## src/rtl/mem_port_arbiter.sv

```systemverilog
// Single-port memory arbiter shared by instruction fetch and load/store.
// Load/store normally wins. A starvation counter forces a fetch grant after
// STARVE_MAX consecutive load/store grants taken while a fetch was waiting.
// At most one memory transaction is outstanding.
//
// Handshake semantics:
//   - Requesters hold i_*_req and their fields stable until o_if_rvalid or
//     o_ls_done. A fetch may also be cancelled with i_if_flush.
//   - The memory request o_mem_req stays high with stable fields until the
//     cycle i_mem_gnt is seen. It is never withdrawn.
//   - Each granted access ends with one i_mem_rvalid, including writes.
//     i_mem_rvalid seen in any state other than WAIT is ignored.
module mem_port_arbiter #(
  parameter int STARVE_MAX = 4
) (
  input  logic        i_clk,
  input  logic        i_reset,
  input  logic        i_if_req,
  input  logic [31:0] i_if_addr,
  input  logic        i_if_flush,
  output logic        o_if_rvalid,
  output logic [31:0] o_if_rdata,
  output logic        o_if_stall,
  input  logic        i_ls_req,
  input  logic        i_ls_we,
  input  logic [31:0] i_ls_addr,
  input  logic [31:0] i_ls_wdata,
  input  logic [3:0]  i_ls_be,
  output logic        o_ls_done,
  output logic [31:0] o_ls_rdata,
  output logic        o_ls_stall,
  output logic        o_mem_req,
  output logic        o_mem_we,
  output logic [31:0] o_mem_addr,
  output logic [31:0] o_mem_wdata,
  output logic [3:0]  o_mem_be,
  input  logic        i_mem_gnt,
  input  logic        i_mem_rvalid,
  input  logic [31:0] i_mem_rdata,
  output logic [1:0]  o_dbg_state,
  output logic [2:0]  o_dbg_starve_cnt
);

  typedef enum logic [1:0] {
    ST_IDLE = 2'd0,
    ST_REQ  = 2'd1,
    ST_WAIT = 2'd2,
    ST_RESP = 2'd3
  } state_t;

  localparam logic [2:0] STARVE_LIM = 3'(STARVE_MAX);

  state_t     state;
  logic [2:0] starve_cnt;
  logic       owner_ls;     // 1: current transaction belongs to load/store
  logic       drop;         // owned fetch was flushed; swallow its response
  logic       if_rvalid_q;
  logic       if_pending;
  logic       grant_if;
  logic       grant_ls;

  // Arbitration: a flushed fetch is not a candidate; fetch wins only when starved.
  always_comb begin
    if_pending = i_if_req & ~i_if_flush;
    grant_if   = if_pending & (~i_ls_req | (starve_cnt == STARVE_LIM));
    grant_ls   = i_ls_req & ~grant_if;
  end

  // A flush in the response cycle itself still cancels the pulse.
  assign o_if_rvalid      = if_rvalid_q & ~i_if_flush;
  assign o_if_stall       = i_if_req & ~o_if_rvalid & ~i_if_flush;
  assign o_ls_stall       = i_ls_req & ~o_ls_done;
  assign o_dbg_state      = state;
  assign o_dbg_starve_cnt = starve_cnt;

  // Transaction FSM with registered memory port and response outputs.
  always_ff @(posedge i_clk) begin
    if (i_reset) begin
      state       <= ST_IDLE;
      starve_cnt  <= 3'd0;
      owner_ls    <= 1'b0;
      drop        <= 1'b0;
      if_rvalid_q <= 1'b0;
      o_ls_done   <= 1'b0;
      o_if_rdata  <= 32'd0;
      o_ls_rdata  <= 32'd0;
      o_mem_req   <= 1'b0;
      o_mem_we    <= 1'b0;
      o_mem_addr  <= 32'd0;
      o_mem_wdata <= 32'd0;
      o_mem_be    <= 4'd0;
    end else begin
      if_rvalid_q <= 1'b0;
      o_ls_done   <= 1'b0;
      case (state)
        ST_IDLE: begin
          if (grant_ls) begin
            state       <= ST_REQ;
            owner_ls    <= 1'b1;
            o_mem_req   <= 1'b1;
            o_mem_we    <= i_ls_we;
            o_mem_addr  <= i_ls_addr;
            o_mem_wdata <= i_ls_wdata;
            o_mem_be    <= i_ls_be;
            if (if_pending && (starve_cnt != STARVE_LIM))
              starve_cnt <= starve_cnt + 3'd1;
          end else if (grant_if) begin
            state       <= ST_REQ;
            owner_ls    <= 1'b0;
            o_mem_req   <= 1'b1;
            o_mem_we    <= 1'b0;
            o_mem_addr  <= i_if_addr;
            o_mem_wdata <= 32'd0;
            o_mem_be    <= 4'hf;
            starve_cnt  <= 3'd0;
          end
        end
        ST_REQ: begin
          if (!owner_ls && i_if_flush) drop <= 1'b1;
          if (i_mem_gnt) begin
            state     <= ST_WAIT;
            o_mem_req <= 1'b0;
          end
        end
        ST_WAIT: begin
          if (!owner_ls && i_if_flush) drop <= 1'b1;
          if (i_mem_rvalid) begin
            state <= ST_RESP;
            if (owner_ls) begin
              o_ls_done <= 1'b1;
              if (!o_mem_we) o_ls_rdata <= i_mem_rdata;
            end else if (!drop && !i_if_flush) begin
              if_rvalid_q <= 1'b1;
              o_if_rdata  <= i_mem_rdata;
            end
          end
        end
        ST_RESP: begin
          state <= ST_IDLE;
          drop  <= 1'b0;
        end
        default: state <= ST_IDLE;
      endcase
    end
  end

endmodule

```

## config.mk

```make
export PLATFORM = sky130hd
export DESIGN_NAME = mem_port_arbiter
export DESIGN_NICKNAME = d
export VERILOG_FILES = /design/src/rtl/mem_port_arbiter.sv
export SDC_FILE = /design/constraint.sdc
export NUM_CORES = 1
export LEC_CHECK = 0
export BUFFER_PORTS_ARGS = -buffer_cell sky130_fd_sc_hd__buf_2
export CAP_MARGIN = 5
export CELL_PAD_IN_SITES_DETAIL_PLACEMENT = 1
export CELL_PAD_IN_SITES_GLOBAL_PLACEMENT = 2
export CORE_UTILIZATION = 24
export DETAILED_ROUTE_END_ITERATION = 7
export GPL_TIMING_DRIVEN = 1
export PLACE_DENSITY_LB_ADDON = 0.1
export SLEW_MARGIN = 10
export SYNTH_ARGS = -nofsm -noshare
export SYNTH_HDL_FRONTEND = slang
export SYNTH_SLANG_ARGS = --single-unit
export TNS_END_PERCENT = 50
```

## constraint.sdc

```tcl
create_clock -name i_clk -period 2.2 [get_ports i_clk]
set_clock_uncertainty 0.2 [all_clocks]
set_input_delay 0 -clock i_clk [delete_from_list [all_inputs] [get_ports i_clk]]
set_output_delay 0 -clock i_clk [all_outputs]
set_load 0.02 [all_outputs]
```

# After elaboration in Yosys (flattened, before gate mapping)

Index checks and enable logic that the tools add are counted.

Memories: 0
Memory bits (read-only): 0
Register bits: 143
Input bits: 140
Latch bits: 0
Memory bits (writable): 0
Logic and storage cells: 86
Output and inout bits: 143

Div/mod/pow operators: 0
Multiplexer cells: 25
Equality and inequality tests: 10
Reductions and logical operators: 20
Multiply operators: 0
Shift-type cells: 0
Add/subtract/negate cells: 1
Bitwise logic cells: 17
$lt $le $gt $ge: 0

Operator list:

| cell                  | count |
|---|---|
| $mux W32              | 4 |
| $mux W1               | 9 |
| $mux W3               | 3 |
| $not A1 Y1            | 9 |
| $reduce_and A3 Y1     | 3 |
| $mux W2               | 4 |
| $mux W4               | 2 |
| $pmux W2 S4           | 1 |
| $reduce_and A4 Y1     | 2 |
| $and A1 B1 Y1         | 7 |
| $ne A3 B3 Y1 const B  | 2 |
| $reduce_bool A2 Y1    | 3 |
| $eq A2 B2 Y1 const B  | 2 |
| $ne A2 B1 Y1 const B  | 2 |
| $ne A2 B2 Y1 const B  | 2 |
| $pmux W1 S2           | 2 |
| $reduce_and A2 Y1     | 2 |
| $reduce_or A4 Y1      | 1 |
| $add A3 B1 Y3 const B | 1 |
| $eq A3 B3 Y1 const B  | 1 |
| $logic_and A1 B1 Y1   | 3 |
| $logic_not A1 Y1      | 3 |
| $reduce_or A3 Y1      | 1 |
| $eq A2 B1 Y1 const B  | 1 |
| 3 further kinds       | 3 |

# Logic depth before layout (Yosys ltp)

Gate-level depths: netlist of the first run.

Depth after elaboration: 7
Depth in mapped cells: 9
Mapped depth without buffers: 6

# Least setup slack after synthesis of the first run

OpenSTA, ideal clock, no wires.

Path kind: register to register
From: register state[0], in the netlist o_dbg_state[0]
To: register o_mem_wdata[10]
Cell stages (with the launch flop): 10
Arrival: 1717 ps
Path slack: 155 ps
Period minus slack after synthesis: 2045 ps
Data required time: 1872 ps
Path buffers: 3
Cells stage by stage: dfxtp_1 -> inv_1 -> ha_1 -> clkbuf_1 -> and2_1 -> and2_1 -> buf_2 -> buf_4 -> a22oi_1 -> nor2_1

Cells in the longest elaborated chain, start to end: 2

Ends and longest elaborated chain:

| what                               | RTL line | RTL |
|---|---|---|
| start, declared                    | 53       | `state_t state;` |
| start signal, assigned             | 79       | `state <= ST_IDLE;` |
| start signal, assigned             | 98       | `state <= ST_REQ;` |
| start signal, assigned             | 108      | `state <= ST_REQ;` |
| $logic_not A2 Y1                   | 95       | `case (state)` |
| $reduce_and A2 Y1 (no source line) | -        |  |
| end signal, assigned               | 103      | `o_mem_wdata <= i_ls_wdata;` |
| end, declared                      | 35       | `output logic [31:0] o_mem_wdata,` |

No other way between the ends.
A chain may end at the register's enable or synchronous reset.

# Worst setup path after layout of the first run

From: register state[0], in the netlist o_dbg_state[0]
To: register o_mem_addr[15]

Cells in the longest elaborated chain, start to end: 2

Ends and longest elaborated chain:

| what                               | RTL line | RTL |
|---|---|---|
| $logic_not A2 Y1                   | 95       |  |
| $reduce_and A2 Y1 (no source line) | -        |  |
| end signal, assigned               | 102      | `o_mem_addr <= i_ls_addr;` |
| end signal, assigned               | 112      | `o_mem_addr <= i_if_addr;` |
| end, declared                      | 34       | `output logic [31:0] o_mem_addr,` |

No other way between the ends.

==> results of run 1 <==
## cell usage in the layout (no fill, tap or decap), types with 3 or more instances in the layout
cell type and instances:
dfxtp_1 143, and2_1 3, a211oi_2 26, clkinv_2 3
nor2_1 79, a22oi_1 34, inv_1 6, clkinv_4 4
nor3_1 3, ha_1 6, buf_12 7, buf_4 8
a21oi_1 101, dlygate4sd3_1 139, nor2b_1 5, nand2_1 167
clkbuf_16 17, buf_2 281, a211oi_1 6, bufinv_16 3
o22ai_1 4
## through the flow
stage                     setup WS (ns)  power [mW]  cells  utilization (%)  hold WS [ns]
after detailed placement          0.132        6.34   1184             32.1        0.0421
after global placement            0.257        6.24   1184             32.1        0.0291
after CTS                         0.119        9.59   1355             40.9         0.132
after floorplan                   0.155        5.27    654                -        -0.122
final                             0.207        9.46   1355             41.0         0.157
after global routing             0.0555        10.0   1355             41.0         0.160
## worst paths after layout
| kind | start | endpoint | cells after the start |
|---|---|---|---|
| worst min register to register | o_if_rdata[24]$_SDFFE_PP0P_ | o_if_rdata[24]$_SDFFE_PP0P_ | 2 |
| worst min-delay path | i_ls_wdata[18] | o_mem_wdata[18]$_SDFFE_PP0P_ | 4 |
| worst max-delay path | o_dbg_state[0]$_SDFFE_PP0P_ | o_mem_addr[15]$_SDFFE_PP0P_ | 7 |
| worst max register to register | o_dbg_state[0]$_SDFFE_PP0P_ | o_mem_addr[15]$_SDFFE_PP0P_ | 7 |
## final cells by class
class                      instances  area share (%)
multi-input combinational        453            25.8
clock buffer                      19            4.79
clock inverter                    13            1.77
timing repair buffer             436            32.6
tap                              285            3.86
sequential                       143            31.0
inverter                           6           0.244
## flip-flops by register name (all words and copies together), names as in the netlist
name and flops:
o_mem_addr 32, o_if_rdata 32, o_mem_be 4, if_rvalid_q 1, o_dbg_starve_cnt 3, o_mem_we 1
drop 1, o_mem_req 1, o_dbg_state 2, o_ls_done 1, o_mem_wdata 32, owner_ls 1
o_ls_rdata 32
## cells by family after synthesis
family | share of synthesized area (%)
mux | 0.182
compound gates | 21.9
buf+inv | 5.26
simple gates | 19.4
flops | 51.9
fa+ha+maj | 1.36
## critical path: stages (launching register included)
cell,delay [ns]
dfxtp_1,0.40
inv_1,0.10
ha_1,0.23
buf_4,0.17
o21ai_4,0.23
buf_12,0.27
a21oi_1,0.08
a211oi_2,0.23
## power groups by stage
stage | clock network, mW | logic (mW) | registers, mW
2_1_floorplan | 0 | 1.46 | 3.81
3_3_place_gp | 0 | 2.94 | 3.30
3_5_place_dp | 0 | 3.02 | 3.32
4_1_cts | 3.10 | 3.22 | 3.28
5_1_grt | 3.21 | 3.49 | 3.34
6_report | 2.98 | 3.21 | 3.28
## layer usage
| layer | vias up | global-route usage, % | part of all wire (%) |
|---|---|---|---|
| met4 | 0 | 5.76 | 1.7 |
| met5 | - | 0 | 0 |
| met2 | 188 | 32.6 | 50 |
| li1 | 3010 | - | - |
| met3 | 30 | 5.72 | 6.3 |
| met1 | 2933 | 20.7 | 42 |
## what timing repair did
action                     4_1_cts  5_1_grt
setup endpoints to repair        0       30
resized for setup                0        2
hold endpoints to repair       141        0
hold buffers                   139        0
==> summary by stage, run 1 <==
Layout
The post-layout instance area is between 0.009 and 0.01 mm2. The multi-input combinational cells in the finished layout cover a total of 0.00239 mm2. Summing all flip-flop and latch instances after layout gives 0.00286 mm2. At the end of the flow, the number of nets in the layout was 1,203. In the final layout, the share of cells above drive strength 1 is 33.6%. The growth of design area from synthesis to finish is 67.6%. The number of antenna diodes in the final layout is 0.

The layout has 2,700 filler cells.

Yosys
Among all flip-flop cells after synthesis, the most frequent one is dfxtp_1. In this run, synthesis produced a sequential element count of 143. The area fraction of the dominant cell type after synthesis is 51.9%.

The post-synthesis cell type with the largest combined area is dfxtp_1. The synthesized area is 0.00551 mm2. The number of distinct library cell variants in the gate-level netlist after synthesis is 33. For this run, the register share of the synthesized area comes to 51.9%. In the synthesized netlist, the cells that appear most often are nand2_1 (167), dfxtp_1 (143), a21oi_1 (101).

For this run, asynchronously set or reset flops after synthesis account for 0%. Counting flops with a built-in enable in the synthesized netlist gives 0. Counting every instance in the synthesized netlist gives approximately 650. After synthesis, the mean cell area works out to 8.43 um2. The net count after synthesis is 800.

The most frequent cell after synthesis is nand2_1. Ranked by total cell area, the synthesized netlist is headed by dfxtp_1 (52%), nand2_1 (11%), a21oi_1 (9.2%). The number of warning messages in the yosys log is 0.

Pwr
Of the total power, the share spent switching nets is a little over a third. The internal power of the cells totals between 6 and 7 mW. The clock share of power is a little under a third. For this design the total switching power over the nets is 3.39 mW. Of the total power, combinational logic draws 33.9%. For this design the static power due to leakage is 4.14 nW. The worst-case IR drop observed on VDD is 0.517 mV. Power spread over the standard cell area amounts to 1020 mW/mm2.

Of the total power, registers draw about 35%.

Clocking
The maximum number of buffers from clock root to sink is 2. The post-CTS setup-driven buffer insertion count is 0. In this run the clock root is driven by a clkbuf_16.

TritonCTS built the clock tree. The number of buffers created by CTS is 17. The clock latency of the later-clocked register in the worst-skew pair is between 0.4 and 0.5 ns. Clock-pin slew was measured on the worst setup and hold paths at approximately 0.070 ns.

The number of clock sinks is 143. The clock tree synthesis step divided the H-tree into 4 levels.

Routing
The detailed-route wire length per cell is 15.8 um. The post-detailed-route DRC marker count is 0. The number of nets still failing antenna checks after routing is 0. The pre-antenna-repair detailed-routing pass consisted of 4 iterations.

For this block, the initial DRC count from the detailed router was 134. For this block, the via count after detailed routing is 6,161. The total detailed-routing wirelength is 21,400 um. The average vias per placed instance is 4.55.

Hold path
In this run the worst hold path is classified as in2reg.

Outcome
The flow ran to the end, and the final reports show no timing, DRC or antenna violations.

Floorplanning
The die is 154 um wide. The die footprint is 0.0236 mm2. Pin placement for this block handled 283 I/O pins.

The core region area is 0.0226 mm2. The initial utilization of the core area, before any placement, comes to 24.4%. The number of rows created at floorplan is 55. The y dimension of the die is 154 um.

Place
The count of input and output buffers is 282. The half-perimeter wire length after detailed placement is 14,200 um. The placer congestion estimate is 0.743. After detailed placement, the total cell area comes to about 0.0072 mm2.

Worst setup path
The critical path is of the reg2reg type. The flop-to-flop setup slack is 0.21 ns. In this run the worst path has a maximum fanout of 29. The data required time at the worst endpoint is 2.34 ns. STA classifies the critical path startpoint as a flip-flop. The endpoint kind of the worst setup timing path is a flip-flop. For the worst setup path, the data arrival time is 2.13 ns.

Job
Across the run, the number of max-cap violations was 0.

Timing
The final-report setup violation count is 0. The max-slew violation count is 0. For this run, the top clock speed supported by timing is 502 MHz.

The period utilization is between 90% and 100%. The setup TNS after final layout is 0 ns. Measured against its own limit, the worst slew margin works out to between 50% and 60%. The number of hold violations in the final report is 0. The routed design could run at a clock period as short as 1.99 ns. Setup repair after global routing left no endpoint under its margin.

The pin slew with the least headroom to its limit is 0.617 ns.

GRT
The global-route wire length before repair is 34,200 um. Summed over all layers, the global routing overflow is 0. The pin count of the biggest net entering global routing is 52. The total global routing track utilization is roughly 18%. The initial antenna violation count was 0. The number of global-route vias before repair is around 6,700.
Note: power is estimated with default switching activity, not from simulation.
==> run 2, diff against run 1 <==
--- a/config.mk
+++ b/config.mk
@@ -9,5 +9,3 @@
 export CAP_MARGIN = 5
-export CELL_PAD_IN_SITES_DETAIL_PLACEMENT = 1
-export CELL_PAD_IN_SITES_GLOBAL_PLACEMENT = 2
-export CORE_UTILIZATION = 24
+export CORE_UTILIZATION = 40
 export DETAILED_ROUTE_END_ITERATION = 7
==> constraint.sdc (replaced) <==
create_clock -name i_clk -period 2.2 [get_ports i_clk]
set_clock_uncertainty 0.2 [all_clocks]
set_input_delay 0.66 -clock i_clk [delete_from_list [all_inputs] [get_ports i_clk]]
set_output_delay 0.66 -clock i_clk [all_outputs]
set_load 0.02 [all_outputs]
==> run 2 against run 1 <==
  * First-iteration DRC count grew to 2.6 times the previous value
  * Final area down 16%
  * Critical path depth is 3 lower
  * Sequential power barely moved
  * Global-route usage up 4.5 points
  * Clock power fell by 10%
  * Combinational power down 8.4%
  * Sequential cell count is the same
  * Via count is 10% lower
  * Largest cell class is now sequential cells
==> summary by stage, run 2 (synthesized netlist as in run 1, its figures left out) <==
Clocking
The cell chosen for the clock root is clkbuf_16. In this run the number of H-tree levels came out at 4. The post-CTS setup-driven buffer insertion count is 0. In this run, post-CTS repair resized a total of 0 instances. The clock-pin slew reported for the worst setup and hold paths after clock tree synthesis is approximately 0.050 ns. Clock tree synthesis inserted a total of 17 buffers. Buffers inserted to repair hold after CTS numbered 0. The maximum number of buffers from clock root to sink is 2. The CTS tree is done. The clock latency of the later-clocked register in the worst-skew pair is 0.42 ns. The clock net in this run drives a total of 143 sinks.

Worst setup path
In this run the worst setup path begins at i_if_flush. Traced cell by cell, the critical path runs through buf_2 -> nand2b_1 -> nor2_1 -> buf_2. The startpoint-to-endpoint class of the critical path is in2out. The most frequent cell on the critical path is buf_2. The critical path's largest stage delay is 0.18 ns. The capture point of the worst reg-to-reg path is o_if_rdata[4]$_SDFFE_PP0P_. The worst register-to-register path begins at o_dbg_state[0]$_SDFFE_PP0P_. STA puts the critical path data required time at between 1 and 1.5 ns.

The slowest stage of the critical path belongs to the cell buf_2. The endpoint kind of the worst setup timing path is a primary output. STA classifies the critical path startpoint as an input port. The arrival time reported for the critical path endpoint is roughly 1.2 ns. The depth of the worst register-to-register path is 7.

The flop-to-flop setup slack is about 0.27 ns. Along the worst path, the maximum fanout reaches 7.

GRT
The pin count of the biggest net entering global routing is 47. The total global routing track utilization is a little under a quarter. The first global-routing pass estimated 25,800 um of wire.

The number of global-route vias before repair is around 5,300. The initial antenna violation count is 0. Summed over all layers, the global routing overflow is 0.

Timing
In this run the tightest slew margin relative to its limit is 75.7%. Adding up every negative setup slack in the final design gives 0 ns. Setup violations remaining at the end of the flow were counted as 0.

The final critical path time including I/O delays and setup is 2.10 ns. For the pin with the worst max-slew slack, the measured transition is 0.362 ns. Setup repair after global routing left no endpoint under its margin. The number of hold violations in the final report was 0. The fmax is roughly 480 MHz. The final setup slack of the worst path is 0.0984 ns. The period utilization is 95.5%. The worst hold margin is 0.249 ns. The max-slew violation count is 0.

Layout
The utilization after layout is between 50% and 60%. The growth of design area from synthesis to finish is 40.3%. The number of antenna diodes in the final layout is 0. The library cell used most frequently in the layout, excluding fill and tap cells, is buf_2. The post-route netlist has 38.6% of its cells at a drive strength greater than 1. The final layout contains 1,070 nets. In the layout the commonest cells are buf_2 (281), nand2_1 (167), dfxtp_1 (143), a21oi_1 (101), nor2_1 (79).

Floorplanning
The die footprint is 0.0143 mm2. The number of rows created at floorplan is 42. The horizontal die dimension is approximately 120 um.

The starting density of the core is slightly above 40%. In this run the standard cell core region covers 0.0133 mm2. For this design the top-level I/O count stands at 283. The die is 119 um tall.

Routing
The post-detailed-route DRC marker count is 0. The detailed-route wire length per cell is 14.6 um. The final layout contains routed wiring with a total length of 16,300 um.

The initial detailed-routing violation count is 342. The number of nets still failing antenna checks after routing is 0. The number of detailed-routing iterations run before antenna repair is 5. The count of vias placed by the detailed router is 5,519.

In the routed layout, each cell is associated on average with a via count of 4.97.

Pwr
The overall power is 8.89 mW. The switching power summed over all nets is roughly 3.1 mW. The power density of the placed cells is 1150 mW/mm2. The internal power consumption is between 5 and 6 mW. The analysis attributes to cell leakage a power of 3.58 nW. Net switching is 34.9% of the power. The sequential cell fraction of total power is 36.8%.

The clock network is responsible for 30.2% of the overall power. In this run, the combinational gates consume 33.0% of the power. VDD sags by at most around 0.77 mV.

Job
The reported max-cap violation count is 0.

Hold path
For hold timing, the worst endpoint is o_if_rdata[23]$_SDFFE_PP0P_. The startpoint identified for the worst hold timing path is o_if_rdata[23]$_SDFFE_PP0P_. The worst hold path was traced through 2 stages. The worst min-delay path class is reg2reg.

Place
The placer congestion estimate is 0.830. In this run the tool buffered the top-level ports with 282 buffer cells. The half-perimeter wire length after detailed placement is between 10,000 and 15,000 um. The worst setup slack before clock tree synthesis is 0.0809 ns.

Outcome
The run finished with clean final reports.
## run 2: cell types whose count changed in the layout (fill, tap and decap cells not counted), sizes merged
| cell | previous run | this run |
|---|---|---|
| clkbuf | 19 | 24 |
| inv | 7 | 6 |
| bufinv | 3 | 1 |
| dlygate4sd3 | 139 | 0 |
| buf | 297 | 303 |
| clkinv | 7 | 5 |
| clkinvlp | 2 | 0 |
## run 2: per-stage QoR
| stage | area [um2] | cells |
|---|---|---|
| after floorplan | 5510 | 654 |
| after detailed placement | 7190 | 1081 |
| after global placement | 7190 | 1081 |
| after CTS | 7740 | 1111 |
| final | 7740 | 1111 |
| after global routing | 7740 | 1111 |
## run 2: area by class of cell
type,count,area [um2]
Clock buffer,24,492
Clock inverter,6,58.8
Fill cell,1256,5610
Inverter,6,22.5
Multi-Input combinational cell,453,2380
Sequential cell,143,2860
Tap cell,176,220
Timing Repair Buffer,303,1700
## run 2: power by group through the flow
stage	registers [mW]	logic [mW]	clock network, mW
finish	3.27	2.94	2.68
CTS	3.27	2.95	2.76
global placement	3.30	2.87	0
floorplan	3.81	1.46	0
detailed placement	3.31	2.94	0
global route	3.32	3.21	2.86
## run 2: worst max path at each step
stage,to,slack (ns),cells after the start
6_report,o_if_stall,0.1,4
2_1_floorplan,o_mem_wdata[10]$_SDFFE_PP0P_,0.16,9
3_3_place_gp,o_dbg_state[1]$_SDFFE_PP0P_,0.09,6
4_1_cts,o_if_stall,0.09,4
5_1_grt,o_if_stall,0.06,4
3_5_place_dp,o_dbg_state[1]$_SDFFE_PP0P_,0.08,6
## run 2: worst max-delay path: cells and delay by family
family	cells	cell delay, ns
buffers and inverters	2	0.33
and+or+nand+nor	2	0.25
## run 2: layer usage
| layer | up-vias | GRT usage (%) | wire [um] |
|---|---|---|---|
| li1 | 2730 | - | - |
| met1 | 2552 | 26.1 | 6660 |
| met2 | 205 | 40.0 | 8140 |
| met3 | 32 | 6.27 | 1070 |
| met4 | 0 | 9.06 | 398 |
| met5 | - | 0 | 0 |
